### config.mk
export PLATFORM = sky130hd
export DESIGN_NAME = hazard_stall_ctrl_flat
export DESIGN_NICKNAME = d
export VERILOG_FILES = /design/src/rtl/hazard_stall_ctrl_if.sv /design/src/rtl/hazard_stall_ctrl.sv /design/src/flat_wrapper.sv
export SDC_FILE = /design/constraint.sdc
export NUM_CORES = 1
export LEC_CHECK = 0
export ABC_AREA = 1
export BUFFER_PORTS_ARGS = -buffer_cell sky130_fd_sc_hd__buf_2
export CORE_AREA = 2 2 101 176
export DETAILED_ROUTE_END_ITERATION = 8
export DIE_AREA = 0 0 103 178
export GPL_TIMING_DRIVEN = 0
export SLEW_MARGIN = 20
export SYNTH_ARGS = -nofsm -noshare
export SYNTH_HDL_FRONTEND = slang
export SYNTH_SLANG_ARGS = --single-unit
### constraint.sdc
create_clock -name clk -period 2.1 [get_ports clk]
set_input_delay 0.21 -clock clk [delete_from_list [all_inputs] [get_ports clk]]
set_output_delay 0.21 -clock clk [all_outputs]
set_load 0.05 [all_outputs]
### src/rtl/hazard_stall_ctrl_if.sv
// rtl/hazard_stall_ctrl_if.sv - hazard controller signal bundle
// Purpose: groups the hazard inputs, pipeline control outputs and event
//   counters of hazard_stall_ctrl into one interface.
// Ports (as signals):
//   id_rs, id_rt, id_uses_rt        ID-stage source operands
//   ex_mem_read, ex_rt              EX-stage load and its destination
//   branch_taken, mem_busy, cnt_clr events and counter clear
//   pc_we, ifid_we, idex_we         pipeline register write enables
//   ifid_flush, bubble_se, pc_src_se flush / mux selects
//   stall_cnt, flush_cnt, freeze_cnt event counters
// Modports: master drives the events and observes the controls,
//   slave is the controller itself.
interface hazard_stall_ctrl_if #(
  parameter int REG_W = 5,
  parameter int CNT_W = 32
);
  logic [REG_W-1:0] id_rs;
  logic [REG_W-1:0] id_rt;
  logic             id_uses_rt;
  logic             ex_mem_read;
  logic [REG_W-1:0] ex_rt;
  logic             branch_taken;
  logic             mem_busy;
  logic             cnt_clr;
  logic             pc_we;
  logic             ifid_we;
  logic             idex_we;
  logic             ifid_flush;
  logic             bubble_se;
  logic             pc_src_se;
  logic [CNT_W-1:0] stall_cnt;
  logic [CNT_W-1:0] flush_cnt;
  logic [CNT_W-1:0] freeze_cnt;

  modport master (
    output id_rs, id_rt, id_uses_rt, ex_mem_read, ex_rt,
           branch_taken, mem_busy, cnt_clr,
    input  pc_we, ifid_we, idex_we, ifid_flush, bubble_se, pc_src_se,
           stall_cnt, flush_cnt, freeze_cnt
  );

  modport slave (
    input  id_rs, id_rt, id_uses_rt, ex_mem_read, ex_rt,
           branch_taken, mem_busy, cnt_clr,
    output pc_we, ifid_we, idex_we, ifid_flush, bubble_se, pc_src_se,
           stall_cnt, flush_cnt, freeze_cnt
  );
endinterface

### src/rtl/hazard_stall_ctrl.sv
// rtl/hazard_stall_ctrl.sv - pipeline hazard / stall / flush controller
// Purpose: sequences the 5-stage pipe: load-use stalls, taken-branch
//   redirect and IF/ID flush, data-memory freezes; keeps saturating
//   event counters. Controls are combinational from state + inputs.
// Ports:
//   clk   rising-edge clock
//   rst   synchronous reset, active-high
//   bus   hazard_stall_ctrl_if.slave (events in, controls/counters out)
module hazard_stall_ctrl #(
  parameter int REG_W        = 5,
  parameter int FLUSH_CYCLES = 1,
  parameter int CNT_W        = 32
) (
  input  logic                 clk,
  input  logic                 rst,
  hazard_stall_ctrl_if.slave   bus
);

  // fcnt only ever holds FLUSH_CYCLES-1 .. 1
  localparam int FC_W = (FLUSH_CYCLES > 1) ? $clog2(FLUSH_CYCLES) : 1;

  typedef enum logic [1:0] {S_RUN, S_FLUSH, S_FREEZE} state_t;

  state_t            state_q, state_n;
  state_t            ret_q, ret_n;
  logic [FC_W-1:0]   fcnt_q, fcnt_n;
  logic [CNT_W-1:0]  stall_q, flush_q, freeze_q;

  logic   load_use;
  state_t eff_state;
  logic   stall_inc, flush_inc, freeze_inc;

  assign load_use = bus.ex_mem_read && (bus.ex_rt != '0) &&
                    ((bus.ex_rt == bus.id_rs) ||
                     (bus.id_uses_rt && (bus.ex_rt == bus.id_rt)));

  // A released freeze acts as the state it interrupted, in the same cycle.
  assign eff_state = (state_q == S_FREEZE) ? ret_q : state_q;

  always_comb begin
    state_n        = state_q;
    ret_n          = ret_q;
    fcnt_n         = fcnt_q;
    stall_inc      = 1'b0;
    flush_inc      = 1'b0;
    freeze_inc     = 1'b0;
    bus.pc_we      = 1'b1;
    bus.ifid_we    = 1'b1;
    bus.idex_we    = 1'b1;
    bus.ifid_flush = 1'b0;
    bus.bubble_se  = 1'b0;
    bus.pc_src_se  = 1'b0;

    if (rst) begin
      bus.pc_we      = 1'b0;
      bus.ifid_we    = 1'b0;
      bus.idex_we    = 1'b0;
      bus.ifid_flush = 1'b1;
      bus.bubble_se  = 1'b1;
    end else if (bus.mem_busy) begin
      bus.pc_we   = 1'b0;
      bus.ifid_we = 1'b0;
      bus.idex_we = 1'b0;
      freeze_inc  = 1'b1;
      if (state_q != S_FREEZE) begin
        ret_n   = state_q;
        state_n = S_FREEZE;
      end
    end else if (bus.branch_taken) begin
      // Wrong-path load-use is irrelevant once the redirect happens.
      bus.pc_src_se  = 1'b1;
      bus.ifid_flush = 1'b1;
      bus.bubble_se  = 1'b1;
      flush_inc      = 1'b1;
      if (FLUSH_CYCLES > 1) begin
        state_n = S_FLUSH;
        fcnt_n  = FC_W'(FLUSH_CYCLES - 1);
      end else begin
        state_n = S_RUN;
      end
    end else if (eff_state == S_FLUSH) begin
      bus.ifid_flush = 1'b1;
      bus.bubble_se  = 1'b1;
      fcnt_n         = fcnt_q - 1'b1;
      state_n        = (fcnt_q == FC_W'(1)) ? S_RUN : S_FLUSH;
    end else if (load_use) begin
      // One stall cycle suffices: the bubble sits in EX next cycle.
      bus.pc_we     = 1'b0;
      bus.ifid_we   = 1'b0;
      bus.bubble_se = 1'b1;
      stall_inc     = 1'b1;
      state_n       = S_RUN;
    end else begin
      state_n = S_RUN;
    end
  end

  function automatic logic [CNT_W-1:0] cnt_upd(input logic [CNT_W-1:0] c,
                                               input logic inc,
                                               input logic clr);
    if (clr) return '0;
    if (inc && (c != '1)) return c + 1'b1;
    return c;
  endfunction

  always_ff @(posedge clk) begin
    if (rst) begin
      state_q  <= S_RUN;
      ret_q    <= S_RUN;
      fcnt_q   <= '0;
      stall_q  <= '0;
      flush_q  <= '0;
      freeze_q <= '0;
    end else begin
      state_q  <= state_n;
      ret_q    <= ret_n;
      fcnt_q   <= fcnt_n;
      stall_q  <= cnt_upd(stall_q, stall_inc, bus.cnt_clr);
      flush_q  <= cnt_upd(flush_q, flush_inc, bus.cnt_clr);
      freeze_q <= cnt_upd(freeze_q, freeze_inc, bus.cnt_clr);
    end
  end

  assign bus.stall_cnt  = stall_q;
  assign bus.flush_cnt  = flush_q;
  assign bus.freeze_cnt = freeze_q;

endmodule

### src/flat_wrapper.sv
// flat-port wrapper written by rule: the top's interface ports become plain ports
module hazard_stall_ctrl_flat 
#(
  parameter int REG_W        = 5,
  parameter int FLUSH_CYCLES = 1,
  parameter int CNT_W        = 32
)
  (clk, rst, bus_id_rs, bus_id_rt, bus_id_uses_rt, bus_ex_mem_read, bus_ex_rt, bus_branch_taken, bus_mem_busy, bus_cnt_clr, bus_pc_we, bus_ifid_we, bus_idex_we, bus_ifid_flush, bus_bubble_se, bus_pc_src_se, bus_stall_cnt, bus_flush_cnt, bus_freeze_cnt);
  hazard_stall_ctrl_if #(.REG_W(REG_W), .CNT_W(CNT_W)) bus_i ();
  input  logic clk;
  input  logic rst;
  input wire logic [$bits(bus_i.id_rs)-1:0] bus_id_rs;
  input wire logic [$bits(bus_i.id_rt)-1:0] bus_id_rt;
  input wire logic [$bits(bus_i.id_uses_rt)-1:0] bus_id_uses_rt;
  input wire logic [$bits(bus_i.ex_mem_read)-1:0] bus_ex_mem_read;
  input wire logic [$bits(bus_i.ex_rt)-1:0] bus_ex_rt;
  input wire logic [$bits(bus_i.branch_taken)-1:0] bus_branch_taken;
  input wire logic [$bits(bus_i.mem_busy)-1:0] bus_mem_busy;
  input wire logic [$bits(bus_i.cnt_clr)-1:0] bus_cnt_clr;
  output wire logic [$bits(bus_i.pc_we)-1:0] bus_pc_we;
  output wire logic [$bits(bus_i.ifid_we)-1:0] bus_ifid_we;
  output wire logic [$bits(bus_i.idex_we)-1:0] bus_idex_we;
  output wire logic [$bits(bus_i.ifid_flush)-1:0] bus_ifid_flush;
  output wire logic [$bits(bus_i.bubble_se)-1:0] bus_bubble_se;
  output wire logic [$bits(bus_i.pc_src_se)-1:0] bus_pc_src_se;
  output wire logic [$bits(bus_i.stall_cnt)-1:0] bus_stall_cnt;
  output wire logic [$bits(bus_i.flush_cnt)-1:0] bus_flush_cnt;
  output wire logic [$bits(bus_i.freeze_cnt)-1:0] bus_freeze_cnt;
  assign bus_i.id_rs = bus_id_rs;
  assign bus_i.id_rt = bus_id_rt;
  assign bus_i.id_uses_rt = bus_id_uses_rt;
  assign bus_i.ex_mem_read = bus_ex_mem_read;
  assign bus_i.ex_rt = bus_ex_rt;
  assign bus_i.branch_taken = bus_branch_taken;
  assign bus_i.mem_busy = bus_mem_busy;
  assign bus_i.cnt_clr = bus_cnt_clr;
  assign bus_pc_we = bus_i.pc_we;
  assign bus_ifid_we = bus_i.ifid_we;
  assign bus_idex_we = bus_i.idex_we;
  assign bus_ifid_flush = bus_i.ifid_flush;
  assign bus_bubble_se = bus_i.bubble_se;
  assign bus_pc_src_se = bus_i.pc_src_se;
  assign bus_stall_cnt = bus_i.stall_cnt;
  assign bus_flush_cnt = bus_i.flush_cnt;
  assign bus_freeze_cnt = bus_i.freeze_cnt;
  hazard_stall_ctrl #(.REG_W(REG_W), .FLUSH_CYCLES(FLUSH_CYCLES), .CNT_W(CNT_W)) u_core (.clk(clk), .rst(rst), .bus(bus_i));
endmodule
# Word level (Yosys, flattened, before mapping)
# Index checks and enable logic that the tools add are counted.
classes:
  bitwise: 2
  add_sub_neg: 4
  eq_ne: 9
  n_reduce_logical: 13
  muxes: 52
op_table:
  columns: ["cell", "count"]
  rows:
  - ["32-bit two-way mux", 10]
  - ["32-bit by 1-bit adder with 32-bit output (second input constant)", 3]
  - ["32-bit inequality test (second input constant)", 3]
  - ["1-bit two-way mux", 37]
  - ["5-bit == test", 2]
  - ["2-bit two-way mux", 5]
  - ["1-bit logical AND", 6]
  - ["2-bit nonzero test", 3]
  - ["5-bit nonzero test", 1]
  - ["3-bit AND reduction", 1]
  - ["2-bit by 1-bit == test with 1-bit output (second input constant)", 1]
  - ["2-bit == test (second input constant)", 1]
  - ["2-bit by 1-bit inequality test with 1-bit output (second input constant)", 1]
  - ["2-bit inequality test (second input constant)", 1]
  - ["1-bit inverter", 2]
  - ["2-bit AND reduction", 1]
  - ["1-bit logical OR", 1]
  - ["1-bit subtractor (second input constant)", 1]
totals:
  word_cells: 86
  ff_bits: 101
  input_bits: 22

# Depth between registers and ports, before layout
# Gate-level depths: netlist of run 1.
logic_depth:
  depth_word: 15
  depth_mapped: 15
  mapped_depth_nobuf: 14

# Worst setup path before layout of run 1
# No wires, ideal clock.
synth_timing:
  path_kind: "register to output"
  start: "register u_core.state_q[0]"
  end: "output port bus_bubble_se"
  required_ns: 1.890
  arrival_time_ns: 2.197
  slack_ns: -0.307
  path_stages_with_launch: 6
  cell_sequence: "dfxtp_1 inv_1 o21ai_0 nor2_1 o21ai_0 a31o_2"
synth_via:
  elab_chain_cells: 7
synth_lines:
  columns: ["item", "line", "rtl"]
  rows:
  - ["from (decl)", "hazard_stall_ctrl.sv:24", "state_t state_q, state_n;"]
  - ["from (signal assigned)", "hazard_stall_ctrl.sv:115", "state_q <= state_n;"]
  - ["2-bit == test", "hazard_stall_ctrl.sv:38", "assign eff_state = (state_q == S_FREEZE) ? ret_q : state_q;"]
  - ["2-bit two-way mux *", "hazard_stall_ctrl.sv:38", null]
  - ["2-bit by 1-bit == test with 1-bit output *", "hazard_stall_ctrl.sv:81", "end else if (eff_state == S_FLUSH) begin"]
  - ["1-bit two-way mux *", "hazard_stall_ctrl.sv:81", null]
  - ["1-bit two-way mux *", "hazard_stall_ctrl.sv:69", "end else if (bus.branch_taken) begin"]
  - ["1-bit two-way mux *", "hazard_stall_ctrl.sv:60", "end else if (bus.mem_busy) begin"]
  - ["1-bit two-way mux *", "hazard_stall_ctrl.sv:54", "if (rst) begin"]
  - ["to (decl)", "flat_wrapper.sv:24", "output wire logic [$bits(bus_i.bubble_se)-1:0] bus_bubble_se;"]
# Mark *: on every way between the ends. The rest lies on a longest branch, timed or not.

# Worst setup path in the final report of run 1
layout_timing:
  start: "register u_core.state_q[0]"
  end: "output port bus_pc_we"
layout_via:
  elab_chain_cells: 7
layout_lines:
  columns: ["item", "line", "rtl"]
  rows:
  - ["2-bit == test", "hazard_stall_ctrl.sv:38", null]
  - ["2-bit two-way mux *", "hazard_stall_ctrl.sv:38", null]
  - ["2-bit by 1-bit == test with 1-bit output *", "hazard_stall_ctrl.sv:81", null]
  - ["1-bit two-way mux *", "hazard_stall_ctrl.sv:81", null]
  - ["1-bit two-way mux *", "hazard_stall_ctrl.sv:69", null]
  - ["1-bit two-way mux *", "hazard_stall_ctrl.sv:60", null]
  - ["1-bit two-way mux *", "hazard_stall_ctrl.sv:54", null]
  - ["to (decl)", "flat_wrapper.sv:20", "output wire logic [$bits(bus_i.pc_we)-1:0] bus_pc_we;"]
# Marks and branches as above.

==> results of run 1 <==
[power by group]
part | internal [mW] | total, mW | switching (mW)
Combinational | 0.0701 | 0.243 | 0.173
Sequential | 1.92 | 1.92 | 0.00359
Clock | 0.822 | 1.64 | 0.813
Total | 2.81 | 3.80 | 0.990
[registers in the layout, summed over array words and instances (netlist names)]
register,count
u_core.state_q,2
u_core.bus.freeze_cnt,32
u_core.bus.flush_cnt,32
u_core.bus.stall_cnt,32
u_core.ret_q,2
u_core.fcnt_q,1
[final cells by class]
type | count | share of cell area [%]
Buffer | 25 | 2.48
Timing Repair Buffer | 123 | 8.75
Clock buffer | 9 | 3.19
Clock inverter | 7 | 0.832
Sequential cell | 101 | 28.7
Inverter | 106 | 5.63
Multi-Input combinational cell | 697 | 46.4
Tap cell | 227 | 4.02
[synth_stat cells (all sizes together)]
cell,count
inv,105
nor4,1
nand4,16
xnor2,3
clkbuf,8
a31o,1
nor3,38
or2,2
buf,17
nand2,235
nor3b,3
a21oi,65
dfxtp,101
a21boi,1
clkinv,1
o21ai,32
o21bai,4
nand3b,2
xor2,7
nor2,196
nand3,88
ha,3
[worst max-delay path by stage]
stage / start / end / slack, ns
global placement: u_core.bus.freeze_cnt[0]$_SDFFE_PP0P_ / u_core.bus.freeze_cnt[26]$_SDFFE_PP0P_ / -0.01
global route: u_core.bus.stall_cnt[1]$_SDFFE_PP0P_ / u_core.bus.stall_cnt[6]$_SDFFE_PP0P_ / 0.009
floorplan: u_core.bus.flush_cnt[1]$_SDFFE_PP0P_ / u_core.bus.flush_cnt[21]$_SDFFE_PP0P_ / 0.01
detailed placement: u_core.bus.freeze_cnt[0]$_SDFFE_PP0P_ / u_core.bus.freeze_cnt[26]$_SDFFE_PP0P_ / -0.03
CTS: u_core.bus.freeze_cnt[0]$_SDFFE_PP0P_ / u_core.bus.freeze_cnt[26]$_SDFFE_PP0P_ / 0.04
finish: u_core.state_q[0]$_SDFFE_PP0P_ / bus_pc_we / 0.18
[what timing repair did]
item	in CTS	in global routing
gates resized for setup	1	11
setup endpoints to repair	3	24
setup buffers	0	1
pin swaps	0	1
[through the flow]
| step | setup WS (ns) | hold WS (ns) |
|---|---|---|
| 2_1_floorplan | 0.0103 | 0.398 |
| 3_3_place_gp | -0.0137 | 0.447 |
| 3_5_place_dp | -0.0254 | 0.459 |
| 4_1_cts | 0.0390 | 0.185 |
| 5_1_grt | 0.00943 | 0.204 |
| 6_report | 0.183 | 0.184 |
[layer usage]
metal  vias up  part of all wire [%]
met1      2783                    39
li1       3234                     -
met5         -                     0
met2       106                    56
met3        21                   3.8
met4         0                   2.1
[critical path, delay by kind of cell, from the launching register on]
family,cells,cell delay (ns)
AND/OR/NAND/NOR,4,0.51
buffers and inverters,4,0.42
flip-flops,1,0.33
AO/OA/AOI/OAI,1,0.10
[cell families (layout without fill, tap and decap cells)]
family | after synthesis | in the layout
AOI/OAI and AO/OA | 103 | 103
DFF | 101 | 101
xor gates and xnor gates | 10 | 10
adders and majority gates | 3 | 3
buffers and inverters | 131 | 270
and+or+nand+nor | 581 | 581
==> load_flow_metrics.sql, run 1 <==
INSERT INTO impl_metrics (metric_group, metric, value, unit) VALUES
('placement', 'placedCellCount', '1278', ''),
('yosys', 'synthMuxAreaShare', '0', '%'),
('yosys', 'ys_seq_area_share', '34.7', '%'),
('critical_path', 'crit_top_cell', 'inv_1', ''),
('layout', 'final_design_area_no_fill', '7070', 'sq um'),
('global_route', 'global_route_wire_length_before_repair', '27900', 'microns'),
('global_route', 'grt_util_all_layers', '19.3', '%'),
('clock_tree', 'cts_sinks', '101', ''),
('layout', 'finish.utilization', '41.9', '%'),
('timing', 'maxClockFrequency', '522', 'MHz'),
('timing', 'fin_tns_setup', '0', 'ns'),
('floorplan', 'chipWidth', '103', 'microns'),
('global_route', 'maximum_number_of_pins_on_one_net_before_global_route_repair', '19', ''),
('yosys', 'synth_area', '5830', 'sq um'),
('global_route', 'grt_pass1_vias', '5938', ''),
('global_route', 'grt-ovfl-total', '0', ''),
('route', 'avgRoutedWirePerCell', '13.3', 'microns'),
('yosys', 'synth-adder-area-share', '0.643', '%'),
('route', 'dr.first_iter.drc_count', '203', ''),
('yosys', 'yosys-top-cells-area', 'dfxtp_1 (35%), nand2_1 (15%), nor2_1 (12%), inv_1 (6.6%), nand3_1 (6.0%)', ''),
('timing', 'timing.max_slew.rel_slack', '51.5', '%'),
('route', 'via_count', '6144', ''),
('pwr', 'p_leak', '2.89', 'nW'),
('yosys', 'yosys.area.top_type', 'dfxtp_1', ''),
('yosys', 'synth_compound_gate_area_share', '9.37', '%'),
('floorplan', 'coreArea', '16900', 'sq um'),
('pwr', 'ir_worst_vdd', '0.352', 'mV'),
('global_route', 'grt_busiest_layer', 'met2', ''),
('route', 'route.detailed.drc', '0', ''),
('clock_tree', 'insertion_delay', '0.36', 'ns'),
('layout', 'fillers', '1947', ''),
('timing', 'fin_skew', '0.0120', 'ns'),
('critical_path', 'crit_path_start_kind', 'flop', ''),
('clock_tree', 'tritoncts_clock_tree', 'built', ''),
('clock_tree', 'cts_hold_repair.buffers', '0', ''),
('global_route', 'grt.met3_usage', '3.92', '%'),
('clock_tree', 'htreeDepth', '3', ''),
('placement', 'place.port_buffers', '122', ''),
('run_status', 'status', 'finished clean', ''),
('layout', 'stdcell_count', '1295', ''),
('worst_hold_path', 'hold_path.startpoint', 'rst', ''),
('global_route', 'grt.met2_usage', '37.2', '%'),
('clock_tree', 'maximum_buffer_depth_of_the_clock_tree', '2', ''),
('layout', 'area_delta_synth_final', '21.1', '%'),
('critical_path', 'crit_path_cell_trace', 'inv_1 -> nand4_1 -> o21ai_0 -> nor2_1 -> nand3_2 -> nand2_1 -> inv_1 -> buf_4 -> buf_2', ''),
('yosys', 'synth_top_cell_area_share', '34.7', '%'),
('route', 'detail_route.vias_per_cell', '4.74', ''),
('layout', 'leading_cell_type_in_the_layout_fill_and_taps_excluded', 'nand2_1', ''),
('critical_path', 'rr_startpoint', 'u_core.bus.stall_cnt[0]$_SDFFE_PP0P_', ''),
('clock_tree', 'root_buffer', 'clkbuf_16', ''),
('yosys', 'largest_family_of_logic_cells_by_synthesized_area', 'simple AND/OR/NAND/NOR gates', ''),
('run', 'max_cap_viol_count', '0', ''),
('timing', 'timing.final.crit_share', '91.3', '%'),
('route', 'postRouteWirelength', '17200', 'microns'),
('clock_tree', 'tritoncts.num_buffers', '9', ''),
('yosys', 'synth_simple_gate_area_share', '44.0', '%'),
('placement', 'gp_congestion', '0.919', ''),
('clock_tree', 'clkTransAtPathRegs', '0.07', 'ns'),
('critical_path', 'timing.critical_path.arrival', '1.71', 'ns'),
('placement', 'placedInstanceArea', '6740', 'sq um'),
('timing', 'period_needed', '1.92', 'ns'),
('critical_path', 'crit_path_end_kind', 'output port', ''),
('timing', 'worst_pin_slew', '0.727', 'ns'),
('layout', 'mostFrequentLayoutCells', 'nand2_1 (228), nor2_1 (181), buf_2 (124)', ''),
('floorplan', 'die_y', '178', 'microns'),
('layout', 'multi_input_comb_area', '3280', 'sq um'),
('floorplan', 'core.rowCount', '63', ''),
('yosys', 'postSynthRegisterBits', '101', ''),
('critical_path', 'worst_r2r_endpoint', 'u_core.bus.stall_cnt[29]$_SDFFE_PP0P_', ''),
('critical_path', 'timing.critical_path.required', '1.89', 'ns'),
('layout', 'drive_above_1_share', '19.7', '%');
Power figures use the tool's default switching activity.
==> run 2, diff against run 1 <==
--- a/config.mk
+++ b/config.mk
@@ -11,6 +11,7 @@
 export DETAILED_ROUTE_END_ITERATION = 8
 export DIE_AREA = 0 0 103 178
 export GPL_TIMING_DRIVEN = 0
+export RECOVER_POWER = 25
 export SLEW_MARGIN = 20
 export SYNTH_ARGS = -nofsm -noshare
 export SYNTH_HDL_FRONTEND = slang
==> run 2 against run 1 <==
- non-clock buffer count did not move
- cell count did not move
- first-iteration DRC count is 8.4% lower
- die area unchanged
- clock-buffer cell count is the same
- via count about the same
- cell area fell by 0.85%
- routed wire length up 0.12%
- sequential power about the same
- clock skew is essentially flat
- critical endpoint unchanged
- largest power group unchanged
==> load_flow_metrics.sql, run 2 (synthesis gave the netlist of run 1 again) <==
INSERT INTO impl_metrics (metric_group, metric, value, unit) VALUES
('run_status', 'status', 'finished clean', ''),
('timing', 'period_needed', '1.92', 'ns'),
('layout', 'antenna_cells', '0', ''),
('critical_path', 'critical_path_class', 'flop to output port', ''),
('global_route', 'grt-ovfl-total', '0', ''),
('global_route', 'grt_pass1_vias', '5938', ''),
('global_route', 'global_route_wire_length_before_repair', '27900', 'microns'),
('pwr', 'pwr_density_cell', '542', 'nW/um^2'),
('pwr', 'power.share.combinational', '6.4', '%'),
('layout', 'layout.nets', '1088', ''),
('route', 'dr.first_iter.drc_count', '186', ''),
('route', 'avgRoutedWirePerCell', '13.3', 'microns'),
('clock_tree', 'tritoncts_clock_tree', 'built', ''),
('pwr', 'power.internal', '2.81', 'mW'),
('placement', 'place.port_buffers', '122', ''),
('floorplan', 'floorplan.die_area', '18300', 'sq um'),
('global_route', 'maximum_number_of_pins_on_one_net_before_global_route_repair', '19', ''),
('pwr', 'net-switching-power', '989', 'uW'),
('global_route', 'grt_util_all_layers', '19.3', '%'),
('critical_path', 'timing.critical_path.arrival', '1.71', 'ns'),
('layout', 'fillers', '1961', ''),
('clock_tree', 'tritoncts.num_buffers', '9', ''),
('route', 'via_count', '6148', ''),
('route', 'detail_route.vias_per_cell', '4.75', ''),
('layout', 'drive_above_1_share', '15.2', '%'),
('pwr', 'sw_frac_of_total', '26.0', '%'),
('critical_path', 'crit_path_max_incr_delay', '0.33', 'ns'),
('timing', 'setup_viol', '0', ''),
('critical_path', 'crit_path_start_kind', 'flop', ''),
('critical_path', 'crit_path_cell_trace', 'inv_1 -> nand4_1 -> o21ai_0 -> nor2_1 -> nand3_2 -> nand2_1 -> inv_1 -> buf_4 -> buf_2', ''),
('floorplan', 'die_y', '178', 'microns'),
('timing', 'rsz0062_at_grt', 'no', ''),
('critical_path', 'crit_path_top_delay_cell', 'dfxtp_1', ''),
('route', 'drtAntennaViolNets', '0', ''),
('layout', 'area_delta_synth_final', '20.1', '%'),
('timing', 'hold_slack', '0.183', 'ns'),
('timing', 'fin_skew', '0.0116', 'ns'),
('pwr', 'totalPowerFinal', '3.80', 'mW'),
('pwr', 'ir_worst_vdd', '0.352', 'mV'),
('timing', 'timing.final.crit_share', '91.3', '%'),
('floorplan', 'initial_utilization', '34.6', '%'),
('route', 'route.detailed.drc', '0', ''),
('clock_tree', 'cts_sinks', '101', ''),
('global_route', 'grt_antenna_before_repair', '0', ''),
('layout', 'mostFrequentLayoutCells', 'nand2_1 (228), nor2_1 (181), inv_1 (103)', ''),
('route', 'postRouteWirelength', '17200', 'microns'),
('route', 'firstDrtPassIters', '5', ''),
('critical_path', 'reg2reg_slack', '0.19', 'ns'),
('timing', 'hold_viol_final', '0', ''),
('placement', 'gp_congestion', '0.919', ''),
('floorplan', 'top_level_ports', '124', ''),
('critical_path', 'crit_top_cell', 'inv_1', ''),
('clock_tree', 'clkTransAtPathRegs', '0.07', 'ns'),
('floorplan', 'coreArea', '16900', 'sq um'),
('pwr', 'clock_power_share', '43.0', '%'),
('clock_tree', 'insertion_delay', '0.36', 'ns'),
('critical_path', 'critPathMaxFanout', '3', ''),
('clock_tree', 'maximum_buffer_depth_of_the_clock_tree', '2', ''),
('floorplan', 'chipWidth', '103', 'microns'),
('timing', 'worst_pin_slew', '0.719', 'ns'),
('run', 'max_cap_viol_count', '0', ''),
('clock_tree', 'htreeDepth', '3', ''),
('pwr', 'p_leak', '2.68', 'nW'),
('timing', 'maxClockFrequency', '522', 'MHz'),
('clock_tree', 'root_buffer', 'clkbuf_16', ''),
('placement', 'place.detailed.hpwl', '13500', 'microns'),
('critical_path', 'crit_path_end_kind', 'output port', ''),
('floorplan', 'core.rowCount', '63', ''),
('pwr', 'p_seq_share', '50.6', '%'),
('layout', 'leading_cell_type_in_the_layout_fill_and_taps_excluded', 'nand2_1', ''),
('timing', 'timing.max_slew.rel_slack', '52.1', '%'),
('critical_path', 'timing.critical_path.required', '1.89', 'ns'),
('timing', 'timing.final.max_slew_violations', '0', ''),
('worst_hold_path', 'timing.hold.worst.class', 'input port to flop', '');
==> run 2: worst paths after layout <==
kind / from / to / cells past startpoint
worst max-delay path: u_core.state_q[0]$_SDFFE_PP0P_ / bus_pc_we / 9
worst min register to register: u_core.ret_q[1]$_SDFFE_PP0P_ / u_core.ret_q[1]$_SDFFE_PP0P_ / 2
worst max register to register: u_core.bus.stall_cnt[0]$_SDFFE_PP0P_ / u_core.bus.stall_cnt[24]$_SDFFE_PP0P_ / 11
worst min-delay path: rst / u_core.bus.flush_cnt[7]$_SDFFE_PP0P_ / 2
==> run 2: worst max-delay path: cells and delay by family (launching register included) <==
kind	cells	cell delay (ns)
AO/OA/AOI/OAI	1	0.10
flip-flops	1	0.33
AND/OR/NAND/NOR	4	0.51
buffers and inverters	4	0.42
==> run 2: repair_timing <==
| action | 4_1_cts | 5_1_grt |
|---|---|---|
| resized for setup | 1 | 11 |
| hold buffers | 0 | 0 |
| setup endpoints to repair | 3 | 24 |
| pin swaps | 0 | 1 |
| endpoints found under the hold margin | 0 | 0 |
| setup buffers | 0 | 1 |
==> run 2: cell type report <==
type / instances / area, sq um / share of cell area (%)
plain buffers: 25 / 175 / 2.50
clock buffers: 9 / 225 / 3.21
clock inverters: 7 / 58.8 / 0.839
inverters: 106 / 398 / 5.68
multi-input cells: 697 / 3280 / 46.8
flip-flops and latches: 101 / 2030 / 28.9
well taps: 227 / 284 / 4.05
repair buffers: 123 / 558 / 7.96
==> run 2: metal layers <==
layer / up-vias / wire [microns] / global-route usage (%)
met5: - / 0 / 0
met4: 0 / 326 / 6.41
met3: 18 / 643 / 3.92
met2: 108 / 9580 / 37.2
met1: 2783 / 6650 / 20.0
li1: 3239 / - / -
==> run 2: stage by stage <==
| step | cell area (sq um) | setup TNS (ns) | utilization, % | std cells | worst slack (ns) |
|---|---|---|---|---|---|
| CTS | 7020 | 0 | 41.6 | 1294 | 0.0390 |
| global placement | 6740 | -0.0197 | 39.9 | 1278 | -0.0137 |
| finish | 7010 | 0 | 41.5 | 1295 | 0.183 |
| floorplan | 5840 | 0 | - | 929 | 0.0103 |
| global route | 7010 | 0 | 41.5 | 1295 | 0.00698 |
| detailed placement | 6740 | -0.0465 | 39.9 | 1278 | -0.0254 |
==> run 2: power groups by stage <==
stage | Sequential, mW | Combinational [mW] | Clock, mW
global placement | 1.97 | 0.243 | 0
detailed placement | 1.97 | 0.245 | 0
CTS | 1.92 | 0.246 | 1.70
global route | 1.92 | 0.271 | 1.77
floorplan | 1.97 | 0.151 | 0
finish | 1.92 | 0.241 | 1.63
==> run 3, diff against run 2 <==
--- a/config.mk
+++ b/config.mk
@@ -6,7 +6,7 @@
 export NUM_CORES = 1
 export LEC_CHECK = 0
 export ABC_AREA = 1
-export BUFFER_PORTS_ARGS = -buffer_cell sky130_fd_sc_hd__buf_2
+export BUFFER_PORTS_ARGS = -buffer_cell sky130_fd_sc_hd__buf_4
 export CORE_AREA = 2 2 101 176
 export DETAILED_ROUTE_END_ITERATION = 8
 export DIE_AREA = 0 0 103 178
==> run 3 against run 2 <==
- flip-flop and latch count is the same
- clock-buffer cell count grew 2
- cell count is the same
- fmax shrank 0.23%
- routed wire length grew 0.39%
- sequential share of layout area shrank 1.0 points
- critical path type is now flop to flop
==> load_flow_metrics.sql, run 3 (synthesis gave the netlist of run 1 again) <==
INSERT INTO impl_metrics (metric_group, metric, value, unit) VALUES
('route', 'dr.first_iter.drc_count', '185', ''),
('global_route', 'global_route_wire_length_before_repair', '28100', 'microns'),
('timing', 'fin_tns_setup', '0', 'ns'),
('run_status', 'status', 'finished clean', ''),
('global_route', 'grt_util_all_layers', '19.3', '%'),
('timing', 'period_needed', '1.92', 'ns'),
('critical_path', 'rr_startpoint', 'u_core.bus.stall_cnt[0]$_SDFFE_PP0P_', ''),
('critical_path', 'crit_path_end_kind', 'flop', ''),
('worst_hold_path', 'hold-path-cell-count', '4', ''),
('timing', 'final_critical_path_setup_slack', '0.178', 'ns'),
('floorplan', 'floorplan.die_area', '18300', 'sq um'),
('pwr', 'pwr_density_cell', '571', 'nW/um^2'),
('critical_path', 'crit_path_top_delay_cell', 'dfxtp_2', ''),
('critical_path', 'critPathMaxFanout', '10', ''),
('clock_tree', 'cts_hold_repair.buffers', '0', ''),
('pwr', 'ir_worst_vdd', '0.437', 'mV'),
('route', 'firstDrtPassIters', '4', ''),
('critical_path', 'crit_path_max_incr_delay', '0.39', 'ns'),
('critical_path', 'worst_r2r_endpoint', 'u_core.bus.stall_cnt[29]$_SDFFE_PP0P_', ''),
('placement', 'gp_congestion', '0.950', ''),
('pwr', 'p_leak', '2.73', 'nW'),
('layout', 'area_delta_synth_final', '24.7', '%'),
('layout', 'layout.nets', '1088', ''),
('layout', 'finish.utilization', '43.1', '%'),
('floorplan', 'chipWidth', '103', 'microns'),
('timing', 'hold_viol_final', '0', ''),
('timing', 'setup_viol', '0', ''),
('route', 'drtAntennaViolNets', '0', ''),
('global_route', 'grt-ovfl-total', '0', ''),
('layout', 'drive_above_1_share', '15.5', '%'),
('route', 'via_count', '6214', ''),
('global_route', 'gr-usage-met1', '20.4', '%'),
('critical_path', 'timing.critical_path.max_delay_family', 'simple AND/OR/NAND/NOR gates', ''),
('layout', 'mostFrequentLayoutCells', 'nand2_1 (227), nor2_1 (180), inv_1 (103)', ''),
('clock_tree', 'insertion_delay', '0.34', 'ns'),
('route', 'avgRoutedWirePerCell', '13.3', 'microns'),
('critical_path', 'critical_path_class', 'flop to flop', ''),
('clock_tree', 'tritoncts_clock_tree', 'built', ''),
('timing', 'fin_skew', '0.0123', 'ns'),
('global_route', 'grt_busiest_layer', 'met2', ''),
('critical_path', 'timing.critical_path.from', 'u_core.bus.stall_cnt[0]$_SDFFE_PP0P_', ''),
('run', 'max_cap_viol_count', '0', ''),
('route', 'route.detailed.drc', '0', ''),
('critical_path', 'cp_num_cells', '11', ''),
('timing', 'maxClockFrequency', '520', 'MHz'),
('floorplan', 'die_y', '178', 'microns'),
('timing', 'timing.max_slew.rel_slack', '54.2', '%'),
('critical_path', 'crit_path_start_kind', 'flop', ''),
('timing', 'worst_pin_slew', '0.689', 'ns'),
('route', 'postRouteWirelength', '17300', 'microns'),
('route', 'detail_route.vias_per_cell', '4.80', ''),
('global_route', 'grt.met3_usage', '3.02', '%'),
('critical_path', 'crit_path_cell_trace', 'ha_2 -> nand2_2 -> nor2_4 -> nand2_2 -> nor2_4 -> nand2_2 -> o21ai_4 -> nor2_4 -> buf_6 -> a21oi_1 -> nor2_1', ''),
('timing', 'timing.final.max_slew_violations', '0', ''),
('clock_tree', 'tritoncts.num_buffers', '9', ''),
('layout', 'antenna_cells', '0', ''),
('layout', 'leading_cell_type_in_the_layout_fill_and_taps_excluded', 'nand2_1', ''),
('placement', 'dp_worst_setup_slack', '0.000530', 'ns'),
('floorplan', 'top_level_ports', '124', ''),
('critical_path', 'setup.worst_path.end', 'u_core.bus.stall_cnt[29]$_SDFFE_PP0P_', ''),
('placement', 'place.port_buffers', '122', ''),
('global_route', 'grt_pass1_vias', '5969', ''),
('global_route', 'maximum_number_of_pins_on_one_net_before_global_route_repair', '17', ''),
('worst_hold_path', 'timing.hold.worst.class', 'input port to flop', ''),
('floorplan', 'core.rowCount', '63', ''),
('clock_tree', 'cts_sinks', '101', ''),
('critical_path', 'reg2reg_slack', '0.18', 'ns'),
('clock_tree', 'clkTransAtPathRegs', '0.07', 'ns'),
('timing', 'timing.final.crit_share', '91.5', '%'),
('critical_path', 'worstRegToRegCells', '11', ''),
('floorplan', 'coreArea', '16900', 'sq um'),
('global_route', 'grt_antenna_before_repair', '0', ''),
('global_route', 'grt.met2_usage', '36.6', '%'),
('critical_path', 'timing.critical_path.required', '2.34', 'ns'),
('clock_tree', 'root_buffer', 'clkbuf_16', ''),
('clock_tree', 'maximum_buffer_depth_of_the_clock_tree', '2', ''),
('critical_path', 'timing.critical_path.arrival', '2.16', 'ns'),
('clock_tree', 'htreeDepth', '3', ''),
('timing', 'rsz0062_at_grt', 'no', ''),
('critical_path', 'cp_num_buf_inv', '1', ''),
('placement', 'place.detailed.hpwl', '13500', 'microns'),
('floorplan', 'initial_utilization', '34.6', '%');
==> run 3: cell count changes in the layout (fill, tap and decap cells not counted), moves of 2 or more <==
cell and change:
bufinv_16 +3, buf_4 +77, clkinv_4 -3, dfxtp_1 -2
dfxtp_2 +2, buf_2 -75
==> run 3: through the flow <==
step                      cell area [sq um]  cells  power, mW  hold slack, ns
final                                  7270   1295       4.15           0.192
after global routing                   7270   1295       4.31           0.193
after CTS                              7390   1294       4.21           0.200
after detailed placement               7040   1278       2.23           0.459
after global placement                 7040   1278       2.22           0.447
after floorplan                        5840    929       2.13           0.398
==> run 3: worst min path at each step <==
| stage | endpoint | slack, ns | start |
|---|---|---|---|
| 2_1_floorplan | u_core.ret_q[1]$_SDFFE_PP0P_ | 0.40 | bus_mem_busy |
| 3_3_place_gp | u_core.fcnt_q$_SDFFE_PP0P_ | 0.45 | u_core.fcnt_q$_SDFFE_PP0P_ |
| 3_5_place_dp | u_core.fcnt_q$_SDFFE_PP0P_ | 0.46 | u_core.fcnt_q$_SDFFE_PP0P_ |
| 4_1_cts | u_core.bus.freeze_cnt[31]$_SDFFE_PP0P_ | 0.20 | rst |
| 5_1_grt | u_core.bus.freeze_cnt[7]$_SDFFE_PP0P_ | 0.19 | bus_cnt_clr |
| 6_report | u_core.bus.freeze_cnt[7]$_SDFFE_PP0P_ | 0.19 | bus_cnt_clr |
==> run 3: per-layer routing <==
| metal | part of all wire [%] | wire, microns | vias up |
|---|---|---|---|
| li1 | - | - | 3233 |
| met1 | 38 | 6640 | 2823 |
| met2 | 55 | 9460 | 125 |
| met3 | 3.8 | 648 | 33 |
| met4 | 3.0 | 512 | 0 |
| met5 | 0 | 0 | - |
==> run 3: timing repair <==
item | 4_1_cts | 5_1_grt
hold endpoints to repair | 0 | 0
resized for setup | 1 | 15
endpoints found under the setup margin | 2 | 50
pin swaps | 0 | 2
buffers inserted | 0 | 1
==> run 3: cell type report <==
cell class / count / area (sq um)
tap: 227 / 284
fill: 1881 / 9590
multi-input combinational: 697 / 3280
buffer: 25 / 174
clock inverter: 5 / 106
clock buffer: 11 / 243
timing repair buffer: 123 / 754
inverter: 106 / 398
sequential: 101 / 2030
==> run 3: power by group <==
part	switching [mW]	total, mW	internal (mW)
combinational	0.172	0.255	0.0838
sequential	0.00361	1.92	1.92
clock	0.770	1.97	1.20
total	0.946	4.15	3.21
==> run 3: worst register-to-register path, stage by stage, from the launching register on <==
cell	delay [ns]
dfxtp_2	0.39
ha_2	0.23
nand2_2	0.08
nor2_4	0.11
nand2_2	0.11
nor2_4	0.15
nand2_2	0.12
o21ai_4	0.18
nor2_4	0.10
buf_6	0.16
a21oi_1	0.12
nor2_1	0.06
